**src/rtl/oled_spi_streamer.sv**
```systemverilog
// SSD1306-class OLED driver: panel hardware reset, fixed init command list, then
// endless 1024-byte framebuffer streaming over write-only 4-wire SPI (mode 0, MSB first).
module oled_spi_streamer #(
   parameter int CLK_DIV        = 4,
   parameter int RES_CYCLES     = 25000,
   parameter int POWERUP_CYCLES = 250000,
   parameter int GAP_CYCLES     = 1000
) (
   input  logic       clk,
   input  logic       rst,
   input  logic [7:0] data_to_send,
   output logic [9:0] byte_counter,
   output logic       oled_sclk,
   output logic       oled_mosi,
   output logic       oled_cs,
   output logic       oled_dc,
   output logic       oled_res,
   output logic       frame_done,
   output logic       init_done
);

   localparam int WAIT_A   = (RES_CYCLES > POWERUP_CYCLES) ? RES_CYCLES : POWERUP_CYCLES;
   localparam int WAIT_MAX = (WAIT_A > GAP_CYCLES) ? WAIT_A : GAP_CYCLES;
   localparam int WAIT_W   = $clog2(WAIT_MAX + 1);
   localparam int DIV_W    = (CLK_DIV > 1) ? $clog2(CLK_DIV) : 1;

   localparam logic [WAIT_W-1:0] RES_LAST = WAIT_W'(RES_CYCLES - 1);
   localparam logic [WAIT_W-1:0] PWR_LAST = WAIT_W'(POWERUP_CYCLES - 1);
   localparam logic [WAIT_W-1:0] GAP_LAST = WAIT_W'(GAP_CYCLES - 1);
   localparam logic [DIV_W-1:0]  DIV_LAST = DIV_W'(CLK_DIV - 1);

   // The per-frame address window is the tail of the init list, so both share one ROM.
   localparam logic [4:0] INIT_LAST  = 5'd30;
   localparam logic [4:0] ADDR_FIRST = 5'd24;
   localparam logic [4:0] ADDR_LAST  = 5'd29;

   typedef enum logic [2:0] {S_RES_HOLD, S_PWR_WAIT, S_INIT, S_ADDR, S_DATA, S_GAP} state_t;
   typedef enum logic [1:0] {PH_LOAD0, PH_LOAD1, PH_BITS} phase_t;

   function automatic logic [7:0] cmd_rom(input logic [4:0] idx);
      case (idx)
         5'd0:  cmd_rom = 8'hAE;  5'd1:  cmd_rom = 8'hD5;  5'd2:  cmd_rom = 8'h80;
         5'd3:  cmd_rom = 8'hA8;  5'd4:  cmd_rom = 8'h3F;  5'd5:  cmd_rom = 8'hD3;
         5'd6:  cmd_rom = 8'h00;  5'd7:  cmd_rom = 8'h40;  5'd8:  cmd_rom = 8'h8D;
         5'd9:  cmd_rom = 8'h14;  5'd10: cmd_rom = 8'h20;  5'd11: cmd_rom = 8'h00;
         5'd12: cmd_rom = 8'hA1;  5'd13: cmd_rom = 8'hC8;  5'd14: cmd_rom = 8'hDA;
         5'd15: cmd_rom = 8'h12;  5'd16: cmd_rom = 8'h81;  5'd17: cmd_rom = 8'hCF;
         5'd18: cmd_rom = 8'hD9;  5'd19: cmd_rom = 8'hF1;  5'd20: cmd_rom = 8'hDB;
         5'd21: cmd_rom = 8'h40;  5'd22: cmd_rom = 8'hA4;  5'd23: cmd_rom = 8'hA6;
         5'd24: cmd_rom = 8'h21;  5'd25: cmd_rom = 8'h00;  5'd26: cmd_rom = 8'h7F;
         5'd27: cmd_rom = 8'h22;  5'd28: cmd_rom = 8'h00;  5'd29: cmd_rom = 8'h07;
         5'd30: cmd_rom = 8'hAF;
         default: cmd_rom = 8'h00;
      endcase
   endfunction

   state_t            state_q, state_d;
   phase_t            ph_q, ph_d;
   logic [WAIT_W-1:0] wait_q, wait_d;
   logic [DIV_W-1:0]  div_q, div_d;
   logic [2:0]        bit_q, bit_d;
   logic [4:0]        rom_idx_q, rom_idx_d;
   logic [9:0]        bc_q, bc_d;
   logic [7:0]        shreg_q, shreg_d;
   logic              sclk_q, sclk_d, mosi_q, mosi_d, cs_q, cs_d, dc_q, dc_d, res_q, res_d;
   logic              frame_done_q, frame_done_d, init_done_q, init_done_d;
   logic              byte_end;
   logic [7:0]        load_byte;

   assign load_byte = (state_q == S_DATA) ? data_to_send : cmd_rom(rom_idx_q);

   always_comb begin
      state_d      = state_q;
      ph_d         = ph_q;
      wait_d       = wait_q;
      div_d        = div_q;
      bit_d        = bit_q;
      rom_idx_d    = rom_idx_q;
      bc_d         = bc_q;
      shreg_d      = shreg_q;
      sclk_d       = sclk_q;
      mosi_d       = mosi_q;
      cs_d         = cs_q;
      dc_d         = dc_q;
      res_d        = res_q;
      frame_done_d = 1'b0;
      init_done_d  = init_done_q;
      byte_end     = 1'b0;
      case (state_q)
         S_RES_HOLD: begin
            if (wait_q == RES_LAST) begin
               state_d = S_PWR_WAIT;
               wait_d  = '0;
               res_d   = 1'b1;
            end else begin
               wait_d = wait_q + WAIT_W'(1);
            end
         end
         S_PWR_WAIT: begin
            if (wait_q == PWR_LAST) begin
               state_d   = S_INIT;
               wait_d    = '0;
               cs_d      = 1'b0;
               dc_d      = 1'b0;
               rom_idx_d = '0;
               ph_d      = PH_LOAD0;
            end else begin
               wait_d = wait_q + WAIT_W'(1);
            end
         end
         S_GAP: begin
            if (wait_q == GAP_LAST) begin
               state_d   = S_ADDR;
               wait_d    = '0;
               cs_d      = 1'b0;
               dc_d      = 1'b0;
               rom_idx_d = ADDR_FIRST;
               ph_d      = PH_LOAD0;
            end else begin
               wait_d = wait_q + WAIT_W'(1);
            end
         end
         default: begin
            // Byte engine shared by INIT, ADDR and DATA; sclk_q doubles as the half-bit flag.
            case (ph_q)
               PH_LOAD0: ph_d = PH_LOAD1;
               PH_LOAD1: begin
                  shreg_d = {load_byte[6:0], 1'b0};
                  mosi_d  = load_byte[7];
                  ph_d    = PH_BITS;
                  div_d   = '0;
                  bit_d   = '0;
               end
               default: begin
                  if (div_q != DIV_LAST) begin
                     div_d = div_q + DIV_W'(1);
                  end else begin
                     div_d = '0;
                     if (!sclk_q) begin
                        sclk_d = 1'b1;
                     end else begin
                        sclk_d = 1'b0;
                        if (bit_q != 3'd7) begin
                           bit_d   = bit_q + 3'd1;
                           mosi_d  = shreg_q[7];
                           shreg_d = {shreg_q[6:0], 1'b0};
                        end else begin
                           byte_end = 1'b1;
                        end
                     end
                  end
               end
            endcase
            if (byte_end) begin
               ph_d = PH_LOAD0;
               case (state_q)
                  S_INIT: begin
                     if (rom_idx_q == INIT_LAST) begin
                        state_d     = S_ADDR;
                        init_done_d = 1'b1;
                        rom_idx_d   = ADDR_FIRST;
                     end else begin
                        rom_idx_d = rom_idx_q + 5'd1;
                     end
                  end
                  S_ADDR: begin
                     if (rom_idx_q == ADDR_LAST) begin
                        state_d = S_DATA;
                        dc_d    = 1'b1;
                        bc_d    = '0;
                     end else begin
                        rom_idx_d = rom_idx_q + 5'd1;
                     end
                  end
                  default: begin
                     if (bc_q == 10'd1023) begin
                        state_d      = S_GAP;
                        frame_done_d = 1'b1;
                        bc_d         = '0;
                        cs_d         = 1'b1;
                        mosi_d       = 1'b0;
                     end else begin
                        bc_d = bc_q + 10'd1;
                     end
                  end
               endcase
            end
         end
      endcase
   end

   always_ff @(posedge clk or posedge rst) begin
      if (rst) begin
         state_q      <= S_RES_HOLD;
         ph_q         <= PH_LOAD0;
         wait_q       <= '0;
         div_q        <= '0;
         bit_q        <= '0;
         rom_idx_q    <= '0;
         bc_q         <= '0;
         sclk_q       <= 1'b0;
         mosi_q       <= 1'b0;
         cs_q         <= 1'b1;
         dc_q         <= 1'b0;
         res_q        <= 1'b0;
         frame_done_q <= 1'b0;
         init_done_q  <= 1'b0;
      end else begin
         state_q      <= state_d;
         ph_q         <= ph_d;
         wait_q       <= wait_d;
         div_q        <= div_d;
         bit_q        <= bit_d;
         rom_idx_q    <= rom_idx_d;
         bc_q         <= bc_d;
         sclk_q       <= sclk_d;
         mosi_q       <= mosi_d;
         cs_q         <= cs_d;
         dc_q         <= dc_d;
         res_q        <= res_d;
         frame_done_q <= frame_done_d;
         init_done_q  <= init_done_d;
      end
   end

   // Shift register is pure datapath: always reloaded in LOAD before it is used.
   always_ff @(posedge clk) begin
      shreg_q <= shreg_d;
   end

   assign byte_counter = bc_q;
   assign oled_sclk    = sclk_q;
   assign oled_mosi    = mosi_q;
   assign oled_cs      = cs_q;
   assign oled_dc      = dc_q;
   assign oled_res     = res_q;
   assign frame_done   = frame_done_q;
   assign init_done    = init_done_q;

endmodule
```
**config.mk**
```make
export PLATFORM = sky130hd
export DESIGN_NAME = oled_spi_streamer
export DESIGN_NICKNAME = d
export VERILOG_FILES = /design/src/rtl/oled_spi_streamer.sv
export SDC_FILE = /design/constraint.sdc
export NUM_CORES = 1
export LEC_CHECK = 0
export ABC_AREA = 0
export ABC_CLOCK_PERIOD_IN_PS = 2000
export CAP_MARGIN = 25
export CORE_MARGIN = 5
export CORE_UTILIZATION = 45
export CTS_BUF_LIST = sky130_fd_sc_hd__clkbuf_8 sky130_fd_sc_hd__clkbuf_16
export CTS_CLUSTER_SIZE = 40
export DETAILED_ROUTE_END_ITERATION = 8
export PLACE_DENSITY = 0.71
export SETUP_SLACK_MARGIN = 0.3
export SYNTH_ARGS = -nofsm -noshare
export SYNTH_HDL_FRONTEND = slang
export SYNTH_SLANG_ARGS = --single-unit
```
**constraint.sdc**
```tcl
create_clock -name clk -period 2 [get_ports clk]
set_clock_uncertainty 0.15 [all_clocks]
set_input_delay 0.6 -clock clk [delete_from_list [all_inputs] [get_ports clk]]
set_output_delay 0.6 -clock clk [all_outputs]
set_load 0.02 [all_outputs]
```
Yosys cells after proc, flatten, opt, wreduce, memory -nomap -nowiden
Memories as Yosys holds them, arrays and structs flattened.
Index checks and enable logic that the tools add are counted.
{"block": "totals", "ff_bits": 58, "mem_bits_ro": 256, "wordCells": 143, "n_memories": 1, "inputBits": 10}
{"memory": "(no name shown)", "depth": 32, "width": 8, "read_ports": 1, "rd_ports_with_merged_regs": 0, "wr": 0, "line": "41", "rtl": "case (idx)"}
{"block": "classes", "n_eq_ne": 23, "n_addsub": 5, "n_reduce_logical": 27, "bitwise_logic": 6, "muxes": 66}
{"cell": "two-way mux 18 bit", "count": 3}
{"cell": "one-hot mux 18 bit (3 select lines)", "count": 1}
{"cell": "two-way mux 8 bit", "count": 4}
{"cell": "two-way mux 3 bit", "count": 10}
{"cell": "two-way mux 5 bit", "count": 5}
{"cell": "two-way mux 1 bit", "count": 24}
{"cell": "two-way mux 10 bit", "count": 2}
{"cell": "one-hot mux 10 bit (2 select lines)", "count": 1}
{"cell": "adder 18 x 1 -> 18 bit, second input constant", "count": 1}
{"cell": "equality test 18 x 10 -> 1 bit, second input constant", "count": 1}
{"cell": "equality test 18 x 15 -> 1 bit, second input constant", "count": 1}
{"cell": "equality test 18 bit, second input constant", "count": 1}
{"cell": "AND reduction 6 bit", "count": 3}
{"cell": "one-hot mux 8 bit (2 select lines)", "count": 1}
{"cell": "one-hot mux 5 bit (3 select lines)", "count": 1}
{"cell": "nonzero test 3 bit", "count": 5}
{"cell": "one-hot mux 3 bit (2 select lines)", "count": 2}
{"cell": "AND reduction 4 bit", "count": 3}
{"cell": "adder 10 x 1 -> 10 bit, second input constant", "count": 1}
{"cell": "equality test 10 bit, second input constant", "count": 1}
{"cell": "equality test 5 bit, second input constant", "count": 2}
{"cell": "!= test 2 bit, second input constant", "count": 5}
{"cell": "!= test 5 x 2 -> 1 bit, second input constant", "count": 2}
{"cell": "one-hot mux 5 bit (2 select lines)", "count": 1}
{"cell": "other kinds (30)", "count": 46}

Logic depth before layout (Yosys ltp)
Gate-level depths: netlist of run 1.
{"block": "logic_depth", "depth_word": 8, "ltp_mapped": 8, "depth_no_buf": 7}

Least setup slack after synthesis of run 1
No wires, ideal clock.
{"block": "synth_timing", "kind": "reg-to-reg", "start": "reg rom_idx_q[1]", "end": "reg shreg_q[6] (data pin)", "t_arrival_ns": 1.798, "t_required_ns": 1.698, "path_slack_ns": -0.099, "n_path_buf": 0, "path_stages_with_launch": 8, "synth_period_minus_slack_ns": 2.099, "cell_sequence": "dfrtp_1 -> inv_1 -> ha_1 -> or2_2 -> a21oi_1 -> a211oi_1 -> a211o_1 -> a31oi_1"}
{"block": "synth_via", "elab_chain_cells": 3}
{"element": "start: declaration", "line": "62", "rtl": "logic [4:0] rom_idx_q, rom_idx_d;"}
{"element": "start signal: assignment", "line": "214", "rtl": "rom_idx_q <= rom_idx_d;"}
{"element": "memory read (32 x 8 bit)"}
{"element": "two-way mux 8 bit", "line": "70", "rtl": "assign load_byte = (state_q == S_DATA) ? data_to_send : cmd_rom(rom_idx_q);"}
{"element": "one-hot mux 8 bit (2 select lines)", "line": "125", "rtl": "case (ph_q)"}
{"element": "end signal: assignment", "line": "228", "rtl": "shreg_q <= shreg_d;"}
{"element": "end: declaration", "line": "64", "rtl": "logic [7:0] shreg_q, shreg_d;"}
Every way passes these cells.
A chain may end at the register's enable or synchronous reset.

Worst setup path in the final report of run 1
{"block": "layout_timing", "start": "reg rom_idx_q[0]", "end": "reg shreg_q[3] (data pin)"}
Same word-level chain as after synthesis.

==> results of run 1 <==
[cells by family (layout without fill, tap and decap cells)]
| logic type | count (synthesis) | after routing | synth area share (%) |
|---|---|---|---|
| mux | 7 | 7 | 2.38 |
| xor+xnor | 16 | 16 | 3.91 |
| flops | 57 | 57 | 40.8 |
| compound gates | 108 | 108 | 20.4 |
| fa+ha+maj | 10 | 10 | 3.49 |
| buf+inv | 33 | 130 | 3.74 |
| simple gates | 168 | 168 | 25.3 |
[how the worst max path moves through the flow]
stage	from	to	slack [ns]	cells past startpoint
finish	rom_idx_q[0]$_DFFE_PP0P_	shreg_q[3]$_DFFE_PP_	0.03	7
global route	state_q[0]$_DFFE_PP0P_	rom_idx_q[3]$_DFFE_PP0P_	-0.08	7
CTS	wait_q[0]$_DFFE_PP0N_	rom_idx_q[3]$_DFFE_PP0P_	0.08	6
detailed placement	wait_q[1]$_DFFE_PP0N_	rom_idx_q[3]$_DFFE_PP0P_	-0.01	6
global placement	rom_idx_q[1]$_DFFE_PP0P_	byte_counter[7]$_DFFE_PP0P_	0.06	6
floorplan	rom_idx_q[0]$_DFFE_PP0P_	shreg_q[3]$_DFFE_PP_	0.06	8
[synth_stat cells, types with 8 or more instances]
cell type                  instances
sky130_fd_sc_hd__xnor2_1           9
sky130_fd_sc_hd__nand4_1           9
sky130_fd_sc_hd__nand3_1          28
sky130_fd_sc_hd__ha_1             10
sky130_fd_sc_hd__clkbuf_1         14
sky130_fd_sc_hd__a21oi_1          20
sky130_fd_sc_hd__and3_1           13
sky130_fd_sc_hd__nor2_1           35
sky130_fd_sc_hd__a31oi_1           9
sky130_fd_sc_hd__nand2b_1          8
sky130_fd_sc_hd__buf_2             8
sky130_fd_sc_hd__dfrtp_1          49
sky130_fd_sc_hd__nand2_1          32
sky130_fd_sc_hd__o21ai_0          29
sky130_fd_sc_hd__nor3_1           10
sky130_fd_sc_hd__inv_1            10
[area by class of cell]
| type | count | area (um^2) | share of cell area (%) |
|---|---|---|---|
| clock buffer | 11 | 163 | 3.16 |
| clock inverter | 5 | 52.6 | 1.02 |
| inverter | 10 | 43.8 | 0.851 |
| multi-input combinational | 309 | 2370 | 46.0 |
| sequential | 57 | 1480 | 28.8 |
| tap | 102 | 128 | 2.48 |
| timing repair buffer | 104 | 912 | 17.7 |
[stage by stage]
step	util, %	hold WS [ns]	power (mW)	cells	TNS, ns
2_1_floorplan	-	0.311	1.21	399	0
3_3_place_gp	56.3	0.303	1.24	545	0
3_5_place_dp	56.3	0.308	1.24	545	-0.0115
4_1_cts	62.5	0.322	2.40	589	0
5_1_grt	66.6	0.386	2.46	598	-0.241
6_report	66.6	0.315	2.37	598	0
[critical path, delay by kind of cell (launching register included)]
family                     cells  cell delay [ns]
DFF                            1             0.43
and+or+nand+nor                1             0.07
muxes                          1             0.47
buffers and inverters          1             0.13
AOI/OAI and AO/OA              3             0.23
adders and majority gates      1             0.23
[what timing repair did]
| action | CTS | global route |
|---|---|---|
| setup endpoints to repair | 74 | 70 |
| pin swaps | 25 | 19 |
| setup buffers | 28 | 9 |
| cloned | 0 | 0 |
| hold endpoints to repair | 0 | 0 |
| gates resized for setup | 105 | 66 |
[power breakdown]
part | internal (mW) | switching, mW | total, mW | leakage, nW
clock | 0.679 | 0.481 | 1.16 | 0.112
combinational | 0.0199 | 0.0229 | 0.0429 | 1.37
sequential | 1.17 | 0 | 1.17 | 0.695
[layout by cell type, fill, tap and decap left out, types with 4 or more instances in the layout]
cell and instances:
sky130_fd_sc_hd__a31oi_1 8, sky130_fd_sc_hd__dfrtp_2 16, sky130_fd_sc_hd__nand3_1 21, sky130_fd_sc_hd__and3_1 11
sky130_fd_sc_hd__edfxtp_1 7, sky130_fd_sc_hd__clkdlybuf4s50_1 9, sky130_fd_sc_hd__a21o_1 4, sky130_fd_sc_hd__nand4_1 9
sky130_fd_sc_hd__buf_4 63, sky130_fd_sc_hd__nand3b_1 4, sky130_fd_sc_hd__clkbuf_8 10, sky130_fd_sc_hd__xnor2_1 9
sky130_fd_sc_hd__o211ai_1 7, sky130_fd_sc_hd__nor3_1 7, sky130_fd_sc_hd__a211o_1 4, sky130_fd_sc_hd__inv_1 7
sky130_fd_sc_hd__dfrtp_1 33, sky130_fd_sc_hd__o31ai_1 5, sky130_fd_sc_hd__nand2_1 30, sky130_fd_sc_hd__ha_4 7
sky130_fd_sc_hd__mux2i_1 4, sky130_fd_sc_hd__buf_2 6, sky130_fd_sc_hd__nand2b_1 7, sky130_fd_sc_hd__nand3_2 6
sky130_fd_sc_hd__nor2_1 32, sky130_fd_sc_hd__xor2_1 7, sky130_fd_sc_hd__a21oi_2 4, sky130_fd_sc_hd__a21oi_1 15
sky130_fd_sc_hd__o21ai_0 9, sky130_fd_sc_hd__o21ai_1 17, sky130_fd_sc_hd__o21ai_2 5, sky130_fd_sc_hd__buf_6 23
[metal layers]
layer  GRT usage (%)  routed length, um  up-vias
met5               0                  0        -
met4            6.09                182        0
met3            4.70                496       20
met2            32.4               4930      102
met1            25.7               4310     1657
li1                -                  -     1663
[registers in the layout (all words and copies together), names as in the netlist, named ones only]
register / flops
shreg_q: 7
byte_counter: 10
oled_cs: 1
oled_dc: 1
frame_done: 1
ph_q: 2
bit_q: 3
rom_idx_q: 5
init_done: 1
oled_res: 1
oled_sclk: 1
wait_q: 18
oled_mosi: 1
state_q: 2
div_q: 2
==> flow_metrics.py, run 1 <==
metrics = {
    "outcome": {
        "run_status": "complete, no violations",
    },
    "setup_path": {
        "required_ns": 1.94,
        "worstSetupPathType": "reg2reg",
        "setup.reg_to_reg.worst_slack_ns": 0.03,
        "cp_slowest_cell": "sky130_fd_sc_hd__mux4_2",
        "max_fanout_on_critical_path": 6,
        "reg2reg_to": "shreg_q[3]$_DFFE_PP_",
        "timing.reg2reg.worst_path_depth": 7,
        "setup.worst_path.end_class": "flop",
        "startpoint_types": "flop",
        "critical_path.most_common_cell": "sky130_fd_sc_hd__a21oi_1",
        "crit_path_max_incr_delay_ns": 0.47,
        "crit_arrival_ns": 1.91,
        "worst_r2r_startpoint": "rom_idx_q[0]$_DFFE_PP0P_",
        "crit_path_cell_trace": "inv_2 -> ha_4 -> mux4_2 -> nand2_1 -> a21oi_1 -> a21oi_1 -> o21ai_1",
    },
    "floorplanning": {
        "dieWidth_um": 99.2,
        "design.portCount": 27,
        "design.die.area_um2": 9840,
        "floorplan.core_area_um2": 7730,
        "die_height_um": 99.2,
        "initial_cell_density_of_the_core_pct": 46.3,
        "rows": 32,
    },
    "synth": {
        "avgSynthCellArea_um2": 8.97,
        "top_reg_cell_synth": "sky130_fd_sc_hd__dfrtp_1",
        "sequential_element_share_of_the_synthesized_area_pct": 40.8,
        "post_synth_num_cell_types": 65,
        "ys_warn_count": 0,
        "synth_async_sr_flop_share_pct": 87.7,
        "synth.largest_area_cell": "sky130_fd_sc_hd__dfrtp_1",
        "synth_edf_count": 7,
        "yosys.area.top_type_share_pct": 34.2,
        "synth_top_area_cells": "sky130_fd_sc_hd__dfrtp_1, sky130_fd_sc_hd__edfxtp_1, sky130_fd_sc_hd__o21ai_0",
        "synth_cells": 399,
        "synth_fp_nets": 419,
        "ys_ff_latch": 57,
        "mappedNetlistArea_um2": 3580,
    },
    "cts": {
        "clock_sink_count": 57,
        "cts_root_buf": "sky130_fd_sc_hd__clkbuf_8",
        "h_tree_depth": 3,
        "clkSlewWorstSetupHoldPaths_ns": 0.06,
        "cts_max_path_buffers": 2,
        "tritoncts.num_buffers": 9,
        "cts_hold_buffers": 0,
        "tritoncts": "done",
        "clkLatencyLatePin_ns": 0.35,
    },
    "final_layout": {
        "fin_nets": 511,
        "antenna-diode-count": 0,
        "area_growth_syn_to_fin_pct": 43.8,
        "final_area_um2": 5150,
        "fillerInstances": 585,
        "layout_cells_sized_above_1_pct": 40.5,
    },
    "sta": {
        "timing_hold_violations_final": 0,
        "slew_headroom_pct": 72.1,
        "report.final.setup_viol": 0,
        "report.final.slew_viol_count": 0,
        "fmaxAchievable_mhz": 508,
        "min_period_over_period_pct": 98.5,
        "grt_setup_unrepaired": "true",
        "worst_slack_ns": 0.0305,
        "timing_worst_slew_pin_value_ns": 0.416,
        "period_minus_slack_ns": 1.97,
    },
    "global_routing": {
        "grt_first_pass_wirelength_mm": 15.7,
        "antenna_found_initial": 0,
        "grt.total_usage_pct": 19.7,
        "first_global_vias": 3253,
        "global_route_overflow": 0,
        "grt_start_max_net_pins": 51,
    },
    "place": {
        "place_worst_setup_slack_ns": -0.0115,
        "placed_area_um2": 4350,
        "globalplace.congestion": 0.853,
        "hpwl_mm": 6.35,
        "placement.io_buffers": 26,
    },
    "routing": {
        "wire_per_inst_um": 16.6,
        "final_antenna_net_count": 0,
        "wl_mm": 9.92,
        "detail_route.iter0.violations": 216,
        "route.detailed.vias_per_inst": 5.76,
        "route.detailed.drc": 0,
        "dr_total_vias": 3442,
        "first_pass_iters": 6,
    },
    "power_and_ir_drop": {
        "powerDensity_nw_per_um2": 461,
        "irDropWorstVdd_uv": 547,
        "static_leakage_nw": 2.18,
    },
    "hold_path": {
        "worst_hold_path_depth": 1,
        "hp-class": "reg2reg",
        "holdPathEnd": "oled_res$_DFFE_PP0P_",
        "hp-start": "oled_res$_DFFE_PP0P_",
    },
    "run": {
        "cap_viol_max_count": 0,
    },
}
(Power assumes the default switching activity.)
==> run 2: changes to the inputs <==
- REMOVE_ABC_BUFFERS: default -> 1
==> flow_metrics.py, run 2 (synthesis gave the netlist of run 1 again) <==
metrics = {
    "outcome": {
        "run_status": "complete, but fails checks",
        "violations": "negative setup slack",
    },
    "hold_path": {
        "worst_hold_path_depth": 1,
        "hp-start": "oled_res$_DFFE_PP0P_",
        "holdPathEnd": "oled_res$_DFFE_PP0P_",
        "hp-class": "reg2reg",
    },
    "global_routing": {
        "grt_start_max_net_pins": 51,
        "global_route_overflow": 0,
        "grt.total_usage_pct": 21.6,
        "first_global_vias": 3669,
        "antenna_found_initial": 0,
        "grt_first_pass_wirelength_mm": 17.4,
    },
    "cts": {
        "cts_max_path_buffers": 2,
        "clkSlewWorstSetupHoldPaths_ns": 0.07,
        "clock_sink_count": 57,
        "clkLatencyLatePin_ns": 0.36,
        "tritoncts.num_buffers": 9,
        "h_tree_depth": 3,
        "cts_hold_buffers": 0,
        "cts_root_buf": "sky130_fd_sc_hd__clkbuf_8",
        "tritoncts": "done",
    },
    "final_layout": {
        "sequential_cell_area_um2": 1470,
        "mostFrequentLayoutCell": "sky130_fd_sc_hd__buf_4",
        "registers.top_by_ff_count": "wait_q",
        "layout_cells_sized_above_1_pct": 46.0,
        "final_area_um2": 5430,
        "finalNonFillerCells": 619,
        "area_growth_syn_to_fin_pct": 51.5,
        "highest_count_cells_in_the_layout_ignoring_fill_and_taps": "sky130_fd_sc_hd__buf_4, sky130_fd_sc_hd__dfrtp_1, sky130_fd_sc_hd__nand2_1, sky130_fd_sc_hd__buf_6, sky130_fd_sc_hd__nor2_1",
        "fin_nets": 532,
        "multi_input_logic_area_um2": 2490,
        "largest_register_ffs": 18,
        "fillerInstances": 542,
        "final_core_utilization_pct": 70.2,
        "antenna-diode-count": 0,
    },
    "sta": {
        "timing_hold_violations_final": 0,
        "period_minus_slack_ns": 2.08,
        "worst_slack_ns": -0.0775,
        "timing_worst_slew_pin_value_ns": 0.518,
        "holdWs_ns": 0.324,
        "fmaxAchievable_mhz": 481,
        "grt_setup_unrepaired": "true",
        "setup_tns_ns": -0.428,
        "min_period_over_period_pct": 104,
        "report.final.slew_viol_count": 0,
        "slew_headroom_pct": 65.4,
        "report.final.setup_viol": 15,
    },
    "run": {
        "cap_viol_max_count": 0,
    },
    "floorplanning": {
        "initial_cell_density_of_the_core_pct": 46.3,
        "design.portCount": 27,
        "design.die.area_um2": 9840,
        "die_height_um": 99.2,
        "floorplan.core_area_um2": 7730,
        "rows": 32,
        "dieWidth_um": 99.2,
    },
    "place": {
        "post-place-cells": 570,
        "place_worst_setup_slack_ns": -0.0555,
        "globalplace.congestion": 0.850,
        "hpwl_mm": 6.61,
        "placed_area_um2": 4390,
        "placement.io_buffers": 26,
    },
    "power_and_ir_drop": {
        "seq_power_share_pct": 48.9,
        "irDropWorstVdd_uv": 454,
        "comb_power_share_pct": 1.8,
        "total_power_mw": 2.39,
        "powerDensity_nw_per_um2": 441,
        "netSwitchingFraction_pct": 21.5,
        "clockPowerShare_pct": 49.3,
        "p_sw_mw": 0.515,
        "static_leakage_nw": 2.37,
        "internal-power_mw": 1.88,
    },
    "routing": {
        "dr_total_vias": 3742,
        "wl_mm": 11.7,
        "first_pass_iters": 8,
        "final_antenna_net_count": 0,
        "route.detailed.drc": 0,
        "detail_route.iter0.violations": 253,
        "wire_per_inst_um": 18.9,
        "route.detailed.vias_per_inst": 6.05,
    },
    "setup_path": {
        "reg2reg_to": "byte_counter[9]$_DFFE_PP0P_",
        "crit_arrival_ns": 2.20,
        "startpoint_types": "flop",
        "max_fanout_on_critical_path": 3,
        "setup.reg_to_reg.worst_slack_ns": -0.08,
        "worstSetupPathType": "reg2reg",
        "worst_r2r_startpoint": "bit_q[0]$_DFFE_PP0P_",
        "cp_slowest_cell": "sky130_fd_sc_hd__dfrtp_1",
        "crit_path_cell_trace": "ha_2 -> ha_4 -> nand4_1 -> nor2_2 -> buf_4 -> o21a_4 -> nand4_1 -> o31ai_1",
        "crit_path_max_incr_delay_ns": 0.35,
        "timing.reg2reg.worst_path_depth": 8,
        "required_ns": 2.12,
        "critical_path.most_common_cell": "sky130_fd_sc_hd__nand4_1",
        "setup.worst_path.end_class": "flop",
    },
}
==> run 2: how the worst max path moves through the flow <==
stage                                        to  depth (start not counted)  slack [ns]                startpoint
CTS                        shreg_q[3]$_DFFE_PP_                          7        0.02  rom_idx_q[0]$_DFFE_PP0P_
finish              byte_counter[9]$_DFFE_PP0P_                          8       -0.08      bit_q[0]$_DFFE_PP0P_
floorplan           byte_counter[7]$_DFFE_PP0P_                          5       -0.22  rom_idx_q[2]$_DFFE_PP0P_
global placement           shreg_q[3]$_DFFE_PP_                          7       -0.04  rom_idx_q[1]$_DFFE_PP0P_
global route        byte_counter[9]$_DFFE_PP0P_                          8       -0.17      bit_q[0]$_DFFE_PP0P_
detailed placement     rom_idx_q[3]$_DFFE_PP0P_                          6       -0.06     wait_q[0]$_DFFE_PP0N_
==> run 2: worst max-delay path: cells and delay by family, from the launching register on <==
| family | cells | cell delay [ns] |
|---|---|---|
| and+or+nand+nor | 3 | 0.62 |
| DFF | 1 | 0.35 |
| buffers and inverters | 1 | 0.14 |
| AOI/OAI and AO/OA | 2 | 0.40 |
| adders and majority gates | 2 | 0.32 |
==> run 2: timing repair <==
action,4_1_cts,5_1_grt
endpoints found under the setup margin,77,70
pin swaps,32,44
setup buffers,16,15
gates resized for setup,151,95
cloned,2,0
==> run 2: final cells by class <==
cell class	count	area share, %
clock inverter	7	1.59
tap	102	2.35
clock buffer	9	2.28
inverter	10	0.692
timing repair buffer	125	20.0
multi-input combinational	309	45.9
sequential	57	27.1
==> run 2: per-layer routing <==
metal  track usage [%]  part of all wire (%)  vias up
met1              26.4                    38     1824
met2              36.9                    53      159
met3              6.10                   5.2       54
li1                  -                     -     1705
met4              6.62                   3.7        0
met5                 0                     0        -
==> run 2: power groups by stage <==
stage / registers (mW) / logic, mW / clock network, mW
2_1_floorplan: 1.19 / 0.0149 / 0
3_3_place_gp: 1.19 / 0.0437 / 0
3_5_place_dp: 1.19 / 0.0441 / 0
4_1_cts: 1.17 / 0.0446 / 1.19
5_1_grt: 1.17 / 0.0489 / 1.26
6_report: 1.17 / 0.0432 / 1.18
==> run 3: changes to the inputs <==
- HOLD_SLACK_MARGIN: default -> 0.06
==> results of run 3 <==
No change in the layout: final DEF, timing and power equal those of run 2.
